==> config.mk <==
export PLATFORM = sky130hd
export DESIGN_NAME = rv_iopmp_req_frontend_flat
export DESIGN_NICKNAME = d
export VERILOG_FILES = /design/src/rtl/rv_iopmp_req_frontend_if.sv /design/src/rtl/rv_iopmp_req_frontend.sv /design/src/flat_wrapper.sv
export SDC_FILE = /design/constraint.sdc
export NUM_CORES = 1
export LEC_CHECK = 0
export ABC_AREA = 1
export BUFFER_PORTS_ARGS = -buffer_cell sky130_fd_sc_hd__buf_2
export CORE_ASPECT_RATIO = 0.6
export CORE_MARGIN = 2
export CORE_UTILIZATION = 45
export DETAILED_ROUTE_END_ITERATION = 16
export GPL_TIMING_DRIVEN = 0
export PLACE_DENSITY = 0.78
export SLEW_MARGIN = 20
export SYNTH_ARGS = -nofsm -noshare
export SYNTH_HDL_FRONTEND = slang
export SYNTH_SLANG_ARGS = --single-unit
==> constraint.sdc <==
create_clock -name clk_i -period 3 [get_ports clk_i]
set_input_delay 0 -clock clk_i [delete_from_list [all_inputs] [get_ports clk_i]]
set_output_delay 0 -clock clk_i [all_outputs]
set_load 0.05 [all_outputs]
==> src/rtl/rv_iopmp_req_frontend_if.sv <==
`timescale 1ns/1ps
`default_nettype none
// +--------------------------------------------------------------------+
// | rv_iopmp_pkg / rv_iopmp_req_frontend_if                            |
// | Access-type encoding plus the AR/AW, response and checker bundle.  |
// | Revision: 1.0                                                      |
// +--------------------------------------------------------------------+
package rv_iopmp_pkg;
  typedef enum logic [1:0] {
    ACCESS_NONE      = 2'd0,
    ACCESS_READ      = 2'd1,
    ACCESS_WRITE     = 2'd2,
    ACCESS_EXECUTION = 2'd3
  } access_t;
endpackage

interface rv_iopmp_req_frontend_if #(
  parameter int ADDR_WIDTH = 64,
  parameter int DATA_WIDTH = 64,
  parameter int SID_WIDTH  = 8
);
  localparam int NB_WIDTH = $clog2(DATA_WIDTH / 8) + 1;

  logic                  ar_valid_i;
  logic                  ar_ready_o;
  logic [ADDR_WIDTH-1:0] ar_addr_i;
  logic [2:0]            ar_size_i;
  logic [2:0]            ar_prot_i;
  logic [SID_WIDTH-1:0]  ar_sid_i;

  logic                  aw_valid_i;
  logic                  aw_ready_o;
  logic [ADDR_WIDTH-1:0] aw_addr_i;
  logic [2:0]            aw_size_i;
  logic [SID_WIDTH-1:0]  aw_sid_i;

  logic                  rd_rsp_valid_o;
  logic                  rd_rsp_ready_i;
  logic                  rd_rsp_allow_o;
  logic                  wr_rsp_valid_o;
  logic                  wr_rsp_ready_i;
  logic                  wr_rsp_allow_o;

  logic                  chk_ready_i;
  logic                  chk_en_o;
  logic [ADDR_WIDTH-1:0] chk_addr_o;
  logic [NB_WIDTH-1:0]   chk_num_bytes_o;
  logic [SID_WIDTH-1:0]  chk_sid_o;
  rv_iopmp_pkg::access_t chk_access_type_o;
  logic                  chk_valid_i;
  logic                  chk_allow_i;
  logic                  timeout_o;

  // Front-end side
  modport slave (
    input  ar_valid_i, ar_addr_i, ar_size_i, ar_prot_i, ar_sid_i,
    output ar_ready_o,
    input  aw_valid_i, aw_addr_i, aw_size_i, aw_sid_i,
    output aw_ready_o,
    output rd_rsp_valid_o, rd_rsp_allow_o, wr_rsp_valid_o, wr_rsp_allow_o,
    input  rd_rsp_ready_i, wr_rsp_ready_i,
    input  chk_ready_i, chk_valid_i, chk_allow_i,
    output chk_en_o, chk_addr_o, chk_num_bytes_o, chk_sid_o, chk_access_type_o,
    output timeout_o
  );

  // Requester / checker side
  modport master (
    output ar_valid_i, ar_addr_i, ar_size_i, ar_prot_i, ar_sid_i,
    input  ar_ready_o,
    output aw_valid_i, aw_addr_i, aw_size_i, aw_sid_i,
    input  aw_ready_o,
    input  rd_rsp_valid_o, rd_rsp_allow_o, wr_rsp_valid_o, wr_rsp_allow_o,
    output rd_rsp_ready_i, wr_rsp_ready_i,
    output chk_ready_i, chk_valid_i, chk_allow_i,
    input  chk_en_o, chk_addr_o, chk_num_bytes_o, chk_sid_o, chk_access_type_o,
    input  timeout_o
  );
endinterface

`default_nettype wire

==> src/rtl/rv_iopmp_req_frontend.sv <==
`timescale 1ns/1ps
`default_nettype none
// +--------------------------------------------------------------------+
// | rv_iopmp_req_frontend                                              |
// | Round-robin AR/AW front-end issuing one IOPMP check at a time.     |
// | Optional verdict watchdog: define RV_IOPMP_REQ_TIMEOUT_EN.         |
// | Revision: 1.0                                                      |
// +--------------------------------------------------------------------+
module rv_iopmp_req_frontend #(
  parameter int ADDR_WIDTH     = 64,
  parameter int DATA_WIDTH     = 64,
  parameter int SID_WIDTH      = 8,
  parameter int TIMEOUT_CYCLES = 256
) (
  input  wire logic               clk_i,
  input  wire logic               rst_i,
  rv_iopmp_req_frontend_if.slave  bus
);
  import rv_iopmp_pkg::*;

  localparam int C_BYTES    = DATA_WIDTH / 8;
  localparam int C_MAX_SIZE = $clog2(C_BYTES);
  localparam int C_NB_WIDTH = C_MAX_SIZE + 1;

  typedef enum logic [1:0] {
    IDLE  = 2'd0,
    ISSUE = 2'd1,
    WAIT  = 2'd2,
    RESP  = 2'd3
  } state_t;

  state_t                r_state;
  logic                  r_prefer_wr;
  logic                  r_is_wr;
  logic                  r_ar_ready;
  logic                  r_aw_ready;
  logic                  r_chk_en;
  logic [ADDR_WIDTH-1:0] r_chk_addr;
  logic [C_NB_WIDTH-1:0] r_chk_nb;
  logic [SID_WIDTH-1:0]  r_chk_sid;
  access_t               r_chk_type;
  logic                  r_rd_rsp_valid;
  logic                  r_wr_rsp_valid;
  logic                  r_rd_allow;
  logic                  r_wr_allow;

  logic                  w_ar_acc;
  logic                  w_aw_acc;
  logic                  w_gnt_rd;
  logic                  w_gnt_wr;
  logic [2:0]            w_size;
  logic                  w_oversize;
  logic [ADDR_WIDTH-1:0] w_addr;
  logic [SID_WIDTH-1:0]  w_sid;
  access_t               w_type;
  logic                  w_rsp_ready;

  // Ready is registered, so a handshake needs only the held valid and a stale grant
  assign w_ar_acc = r_ar_ready & bus.ar_valid_i;
  assign w_aw_acc = r_aw_ready & bus.aw_valid_i;

  assign w_gnt_rd = bus.ar_valid_i & ~(bus.aw_valid_i & r_prefer_wr);
  assign w_gnt_wr = bus.aw_valid_i & ~(bus.ar_valid_i & ~r_prefer_wr);

  assign w_size     = w_aw_acc ? bus.aw_size_i : bus.ar_size_i;
  assign w_addr     = w_aw_acc ? bus.aw_addr_i : bus.ar_addr_i;
  assign w_sid      = w_aw_acc ? bus.aw_sid_i  : bus.ar_sid_i;
  assign w_oversize = 32'(w_size) > C_MAX_SIZE;
  assign w_type     = w_aw_acc        ? ACCESS_WRITE :
                      bus.ar_prot_i[2] ? ACCESS_EXECUTION : ACCESS_READ;

  assign w_rsp_ready = r_is_wr ? bus.wr_rsp_ready_i : bus.rd_rsp_ready_i;

`ifdef RV_IOPMP_REQ_TIMEOUT_EN
  localparam int C_CNT_WIDTH = $clog2(TIMEOUT_CYCLES + 1);
  logic [C_CNT_WIDTH-1:0] r_wait_cnt;
  logic                   r_timeout;
`endif

  always_ff @(posedge clk_i or posedge rst_i) begin
    if (rst_i) begin
      r_state        <= IDLE;
      r_prefer_wr    <= 1'b0;
      r_is_wr        <= 1'b0;
      r_ar_ready     <= 1'b0;
      r_aw_ready     <= 1'b0;
      r_chk_en       <= 1'b0;
      r_chk_addr     <= '0;
      r_chk_nb       <= '0;
      r_chk_sid      <= '0;
      r_chk_type     <= ACCESS_NONE;
      r_rd_rsp_valid <= 1'b0;
      r_wr_rsp_valid <= 1'b0;
      r_rd_allow     <= 1'b0;
      r_wr_allow     <= 1'b0;
`ifdef RV_IOPMP_REQ_TIMEOUT_EN
      r_wait_cnt     <= '0;
      r_timeout      <= 1'b0;
`endif
    end else begin
`ifdef RV_IOPMP_REQ_TIMEOUT_EN
      r_timeout <= 1'b0;
`endif
      case (r_state)
        IDLE: begin
          if (w_ar_acc || w_aw_acc) begin
            r_ar_ready  <= 1'b0;
            r_aw_ready  <= 1'b0;
            r_is_wr     <= w_aw_acc;
            r_prefer_wr <= w_ar_acc;
            if (w_oversize) begin
              // Not checkable in one beat: deny without touching the checker
              r_rd_rsp_valid <= w_ar_acc;
              r_wr_rsp_valid <= w_aw_acc;
              r_rd_allow     <= 1'b0;
              r_wr_allow     <= 1'b0;
              r_state        <= RESP;
            end else begin
              r_chk_en   <= 1'b1;
              r_chk_addr <= w_addr;
              r_chk_nb   <= C_NB_WIDTH'(1) << w_size;
              r_chk_sid  <= w_sid;
              r_chk_type <= w_type;
              r_state    <= ISSUE;
            end
          end else begin
            r_ar_ready <= w_gnt_rd;
            r_aw_ready <= w_gnt_wr;
          end
        end
        ISSUE: begin
          if (bus.chk_ready_i) begin
            r_chk_en   <= 1'b0;
            r_chk_addr <= '0;
            r_chk_nb   <= '0;
            r_chk_sid  <= '0;
            r_chk_type <= ACCESS_NONE;
            r_state    <= WAIT;
`ifdef RV_IOPMP_REQ_TIMEOUT_EN
            r_wait_cnt <= '0;
`endif
          end
        end
        WAIT: begin
          if (bus.chk_valid_i) begin
            r_rd_rsp_valid <= ~r_is_wr;
            r_wr_rsp_valid <= r_is_wr;
            r_rd_allow     <= ~r_is_wr & bus.chk_allow_i;
            r_wr_allow     <= r_is_wr & bus.chk_allow_i;
            r_state        <= RESP;
          end
`ifdef RV_IOPMP_REQ_TIMEOUT_EN
          else if (r_wait_cnt == C_CNT_WIDTH'(TIMEOUT_CYCLES - 1)) begin
            r_timeout      <= 1'b1;
            r_rd_rsp_valid <= ~r_is_wr;
            r_wr_rsp_valid <= r_is_wr;
            r_rd_allow     <= 1'b0;
            r_wr_allow     <= 1'b0;
            r_state        <= RESP;
          end else begin
            r_wait_cnt <= r_wait_cnt + 1'b1;
          end
`endif
        end
        RESP: begin
          if (w_rsp_ready) begin
            r_rd_rsp_valid <= 1'b0;
            r_wr_rsp_valid <= 1'b0;
            r_rd_allow     <= 1'b0;
            r_wr_allow     <= 1'b0;
            r_ar_ready     <= w_gnt_rd;
            r_aw_ready     <= w_gnt_wr;
            r_state        <= IDLE;
          end
        end
        default: r_state <= IDLE;
      endcase
    end
  end

  assign bus.ar_ready_o        = r_ar_ready;
  assign bus.aw_ready_o        = r_aw_ready;
  assign bus.chk_en_o          = r_chk_en;
  assign bus.chk_addr_o        = r_chk_addr;
  assign bus.chk_num_bytes_o   = r_chk_nb;
  assign bus.chk_sid_o         = r_chk_sid;
  assign bus.chk_access_type_o = r_chk_type;
  assign bus.rd_rsp_valid_o    = r_rd_rsp_valid;
  assign bus.wr_rsp_valid_o    = r_wr_rsp_valid;
  assign bus.rd_rsp_allow_o    = r_rd_allow;
  assign bus.wr_rsp_allow_o    = r_wr_allow;

`ifdef RV_IOPMP_REQ_TIMEOUT_EN
  assign bus.timeout_o = r_timeout;
`else
  // No watchdog in this build; the term only keeps TIMEOUT_CYCLES referenced
  assign bus.timeout_o = 1'b0 && (TIMEOUT_CYCLES > 0);
`endif

endmodule

`default_nettype wire

==> src/flat_wrapper.sv <==
// flat-port wrapper written by rule: the top's interface ports become plain ports
module rv_iopmp_req_frontend_flat import rv_iopmp_pkg::*;
#(
  parameter int ADDR_WIDTH     = 64,
  parameter int DATA_WIDTH     = 64,
  parameter int SID_WIDTH      = 8,
  parameter int TIMEOUT_CYCLES = 256
)
  (clk_i, rst_i, bus_ar_valid_i, bus_ar_addr_i, bus_ar_size_i, bus_ar_prot_i, bus_ar_sid_i, bus_ar_ready_o, bus_aw_valid_i, bus_aw_addr_i, bus_aw_size_i, bus_aw_sid_i, bus_aw_ready_o, bus_rd_rsp_valid_o, bus_rd_rsp_allow_o, bus_wr_rsp_valid_o, bus_wr_rsp_allow_o, bus_rd_rsp_ready_i, bus_wr_rsp_ready_i, bus_chk_ready_i, bus_chk_valid_i, bus_chk_allow_i, bus_chk_en_o, bus_chk_addr_o, bus_chk_num_bytes_o, bus_chk_sid_o, bus_chk_access_type_o, bus_timeout_o);
  rv_iopmp_req_frontend_if #(.ADDR_WIDTH(ADDR_WIDTH), .DATA_WIDTH(DATA_WIDTH), .SID_WIDTH(SID_WIDTH)) bus_i ();
  input  wire logic clk_i;
  input  wire logic rst_i;
  input wire logic [$bits(bus_i.ar_valid_i)-1:0] bus_ar_valid_i;
  input wire logic [$bits(bus_i.ar_addr_i)-1:0] bus_ar_addr_i;
  input wire logic [$bits(bus_i.ar_size_i)-1:0] bus_ar_size_i;
  input wire logic [$bits(bus_i.ar_prot_i)-1:0] bus_ar_prot_i;
  input wire logic [$bits(bus_i.ar_sid_i)-1:0] bus_ar_sid_i;
  output wire logic [$bits(bus_i.ar_ready_o)-1:0] bus_ar_ready_o;
  input wire logic [$bits(bus_i.aw_valid_i)-1:0] bus_aw_valid_i;
  input wire logic [$bits(bus_i.aw_addr_i)-1:0] bus_aw_addr_i;
  input wire logic [$bits(bus_i.aw_size_i)-1:0] bus_aw_size_i;
  input wire logic [$bits(bus_i.aw_sid_i)-1:0] bus_aw_sid_i;
  output wire logic [$bits(bus_i.aw_ready_o)-1:0] bus_aw_ready_o;
  output wire logic [$bits(bus_i.rd_rsp_valid_o)-1:0] bus_rd_rsp_valid_o;
  output wire logic [$bits(bus_i.rd_rsp_allow_o)-1:0] bus_rd_rsp_allow_o;
  output wire logic [$bits(bus_i.wr_rsp_valid_o)-1:0] bus_wr_rsp_valid_o;
  output wire logic [$bits(bus_i.wr_rsp_allow_o)-1:0] bus_wr_rsp_allow_o;
  input wire logic [$bits(bus_i.rd_rsp_ready_i)-1:0] bus_rd_rsp_ready_i;
  input wire logic [$bits(bus_i.wr_rsp_ready_i)-1:0] bus_wr_rsp_ready_i;
  input wire logic [$bits(bus_i.chk_ready_i)-1:0] bus_chk_ready_i;
  input wire logic [$bits(bus_i.chk_valid_i)-1:0] bus_chk_valid_i;
  input wire logic [$bits(bus_i.chk_allow_i)-1:0] bus_chk_allow_i;
  output wire logic [$bits(bus_i.chk_en_o)-1:0] bus_chk_en_o;
  output wire logic [$bits(bus_i.chk_addr_o)-1:0] bus_chk_addr_o;
  output wire logic [$bits(bus_i.chk_num_bytes_o)-1:0] bus_chk_num_bytes_o;
  output wire logic [$bits(bus_i.chk_sid_o)-1:0] bus_chk_sid_o;
  output wire logic [$bits(bus_i.chk_access_type_o)-1:0] bus_chk_access_type_o;
  output wire logic [$bits(bus_i.timeout_o)-1:0] bus_timeout_o;
  assign bus_i.ar_valid_i = bus_ar_valid_i;
  assign bus_i.ar_addr_i = bus_ar_addr_i;
  assign bus_i.ar_size_i = bus_ar_size_i;
  assign bus_i.ar_prot_i = bus_ar_prot_i;
  assign bus_i.ar_sid_i = bus_ar_sid_i;
  assign bus_ar_ready_o = bus_i.ar_ready_o;
  assign bus_i.aw_valid_i = bus_aw_valid_i;
  assign bus_i.aw_addr_i = bus_aw_addr_i;
  assign bus_i.aw_size_i = bus_aw_size_i;
  assign bus_i.aw_sid_i = bus_aw_sid_i;
  assign bus_aw_ready_o = bus_i.aw_ready_o;
  assign bus_rd_rsp_valid_o = bus_i.rd_rsp_valid_o;
  assign bus_rd_rsp_allow_o = bus_i.rd_rsp_allow_o;
  assign bus_wr_rsp_valid_o = bus_i.wr_rsp_valid_o;
  assign bus_wr_rsp_allow_o = bus_i.wr_rsp_allow_o;
  assign bus_i.rd_rsp_ready_i = bus_rd_rsp_ready_i;
  assign bus_i.wr_rsp_ready_i = bus_wr_rsp_ready_i;
  assign bus_i.chk_ready_i = bus_chk_ready_i;
  assign bus_i.chk_valid_i = bus_chk_valid_i;
  assign bus_i.chk_allow_i = bus_chk_allow_i;
  assign bus_chk_en_o = bus_i.chk_en_o;
  assign bus_chk_addr_o = bus_i.chk_addr_o;
  assign bus_chk_num_bytes_o = bus_i.chk_num_bytes_o;
  assign bus_chk_sid_o = bus_i.chk_sid_o;
  assign bus_chk_access_type_o = bus_i.chk_access_type_o;
  assign bus_timeout_o = bus_i.timeout_o;
  rv_iopmp_req_frontend #(.ADDR_WIDTH(ADDR_WIDTH), .DATA_WIDTH(DATA_WIDTH), .SID_WIDTH(SID_WIDTH), .TIMEOUT_CYCLES(TIMEOUT_CYCLES)) u_core (.clk_i(clk_i), .rst_i(rst_i), .bus(bus_i));
endmodule
==> qor.txt <==
Grt total ovfl: 0
Clock Sinks: 89
Site row count: 28
Delay of the slowest critical-path stage: 570 ps
Final GP Congestion: 0.8387
Synth Area in Simple Gates: 0.4308
Slew @ Worst Pin: 518.6 ps
Family with the most delay on the worst path: buffers and inverters
Routed Wire Length: 16720 um
DP Area: 5988 sq um
RSZ-0062 raised after global routing: false
Max Buffers Root-to-Sink: 2
Min Tclk post-route: 2345 ps
Cell variety after synth: 24
Fmax: 426.4 MHz
Yosys Warn Count: 0
Clock tree root driver cell: clkbuf_16
Synth top area share: 0.4875
Final Max Tran Viols: 0
# DRC: 0
Adder-cell share of the synthesized area: 0.01369
Power density over the cells: 934.0 nW/um^2
Final worst-path cycle share: 0.7817
Detail Route Antenna Nets: 0
Cell-internal power: 3.585 mW
Postcts setup bufs: 0
Worst rel slew slack: 0.6542
Finished Cell Area: 7702 sq um
Element type at the critical path end: flip-flop
Overall Global Routing Usage: 0.3061
Pleak: 4.641 nW
Power share of the combinational group: 0.571
Worst-path cell chain: nand2_2, buf_2, buf_1, nand2_1, nand2_1, dlygate4sd3_1, nand2_1, nand2_1
Clock Skew: 7.018 ps
DR vias/cell: 4.832
Count of final setup violators: 0
Post-synthesis sequential area ratio: 0.4875
Die Span Y: 82.05 um
Syn Area/Cell: 6.828 sq um
Setup total negative slack: 0 ps
Placed Cells: 1049
Crit start category: flip-flop
Most common cell type on the critical path: nand2_1
Post-Layout Cell Count: 1204
Avg WL per Cell: 13.89 um
Syn Nets: 836
Final hold slack: 10.52 ps
Most frequent standard cell in the layout excluding fill and tap cells: nand2_1
Final Util: 0.7796
Mux contribution to synthesized area: 0
Die area: 11000 sq um
Pre-CTS WS: 1114 ps
Depth of the CTS H-tree: 3
Total power: 7.194 mW
Total CTS buffers: 9
Peak supply drop: 0.5140 mV
Status: finished clean
CP Class: flip-flop to flip-flop
Switching share of power: 0.5016
Die Wd: 134.1 um
Worst endpoint required time: 3260 ps
Max Fanout on Critical Path: 10
Post-CTS sizing: 0
Clk slew on worst S/H paths: 60 ps
CP arrival: 2610 ps
Clock power frac: 0.168
#FFs+latches synth: 89
Reg power frac: 0.261
Final Hold Viols: 0
Hold Path Class: primary input to flip-flop
Mapped Area: 4568 sq um
WP buf/inv: 3
Buffers on Ports: 244
Via count: 5818
Largest area contributor in the netlist: dfrtp_1
Synthesized instance count: 669
Vias in the first global route: 5707
Layout cells sized above 1: 0.2722
Nets: 1231
Most frequent cells in the layout: nand2_1 (483), buf_2 (262), dlygate4sd3_1 (139)
DR iter-0 viols: 320
Global-route wire length before repair: 26300 um
Starting density of the core: 0.4624
Detail Placement HPWL: 10020 um
Synth-to-layout area growth: 68.61%
ANT cells: 0
Latest clock arrival within the worst-skew pair: 330 ps
Final setup margin: 655.0 ps
Initial antenna violation count: 0
Max-cap viol count: 0
Pre-antenna DRT Iters: 5
Critical path's slowest cell: dlygate4sd3_1
Post-Synth XOR/XNOR Area: 0
Largest family of logic cells by synthesized area: simple AND/OR/NAND/NOR gates
Leading post-synthesis cells by cell area: dfrtp_1 (49%), nand2_1 (40%), buf_2 (2.0%)
Total core area: 9879 sq um
CTS tree: yes
Number of I/O pins: 248
CTS Hold Bufs: 139
Largest net degree at the start of global routing: 55
Sw power: 3.609 mW
Complex-gate fraction of the synthesized area: 0.01616
## final timing paths
path,start,to,slack (ps),cells after the start
max in group asynchronous,rst_i,u_core.bus.chk_access_type_o[0]$_DFFE_PP0P_,2100,4
worst min-delay path,bus_aw_addr_i[1],u_core.bus.chk_addr_o[1]$_DFFE_PP0P_,10,5
min in group asynchronous,rst_i,u_core.bus.chk_addr_o[59]$_DFFE_PP0P_,270,3
worst max register to register,u_core.bus.aw_ready_o$_DFFE_PP0P_,u_core.bus.chk_addr_o[62]$_DFFE_PP0P_,650,8
worst max-delay path,u_core.bus.aw_ready_o$_DFFE_PP0P_,u_core.bus.chk_addr_o[62]$_DFFE_PP0P_,650,8
worst min register to register,u_core.bus.chk_addr_o[18]$_DFFE_PP0P_,u_core.bus.chk_addr_o[18]$_DFFE_PP0P_,470,2
## cell families (layout without fill, tap and decap cells)
logic type | after synthesis | in the layout
other | 1 | 1
and+or+nand+nor | 512 | 512
DFF | 89 | 89
adders and majority gates | 5 | 5
buffers and inverters | 48 | 448
AOI/OAI and AO/OA | 14 | 14
## worst min-delay path, delay by kind of cell
family / cells / cell delay [ps]
and+or+nand+nor: 4 / 230
buffers and inverters: 1 / 80
## final cells by class
cell class	count	area [sq um]
tap	135	168.9
clock buffer	12	246.5
sequential	89	2227
inverter	15	58.81
buffer	33	176.4
timing repair buffer	384	2640
multi-input combinational	532	2108
clock inverter	4	76.32
fill	688	2177
## synthesized netlist by cell type
| library cell | number |
|---|---|
| ha_1 | 5 |
| o21ai_1 | 2 |
| a21oi_1 | 1 |
| buf_1 | 2 |
| inv_1 | 13 |
| o21ai_0 | 8 |
| clkbuf_1 | 8 |
| buf_2 | 18 |
| nand3_2 | 1 |
| a31oi_1 | 1 |
| nand2_1 | 483 |
| buf_4 | 2 |
| conb_1 | 1 |
| dfrtp_1 | 89 |
| buf_6 | 3 |
| o22ai_1 | 2 |
| inv_2 | 2 |
| nand3b_1 | 2 |
| nor2_1 | 9 |
| nor3_1 | 2 |
| nand3_1 | 10 |
| nand2_2 | 3 |
| or2_2 | 1 |
| nor2_4 | 1 |
## flip-flops by register name (all words and copies together) (netlist names)
signal,count
u_core.bus.chk_sid_o,8
u_core.r_state,2
u_core.bus.wr_rsp_allow_o,1
u_core.bus.rd_rsp_allow_o,1
u_core.bus.chk_access_type_o,2
u_core.bus.rd_rsp_valid_o,1
u_core.bus.ar_ready_o,1
u_core.r_prefer_wr,1
u_core.r_is_wr,1
u_core.bus.aw_ready_o,1
u_core.bus.chk_addr_o,64
u_core.bus.chk_en_o,1
u_core.bus.chk_num_bytes_o,4
u_core.bus.wr_rsp_valid_o,1
## per-layer routing
layer | vias to the layer above | routed length [um] | GRT usage
li1 | 2798 | - | -
met1 | 2672 | 6827 | 0.3683
met2 | 293 | 8110 | 0.5400
met3 | 55 | 1232 | 0.07222
met4 | 0 | 550 | 0.1274
met5 | - | 0 | 0
## power groups by stage
stage | clock [mW] | combinational, mW | sequential, mW
6_report | 1.21 | 4.11 | 1.88
5_1_grt | 1.28 | 4.45 | 1.93
4_1_cts | 1.22 | 4.05 | 1.87
3_5_place_dp | 0 | 3.73 | 1.88
3_3_place_gp | 0 | 3.68 | 1.88
2_1_floorplan | 0 | 1.39 | 3.23
Note: power is estimated with default switching activity, not from simulation.
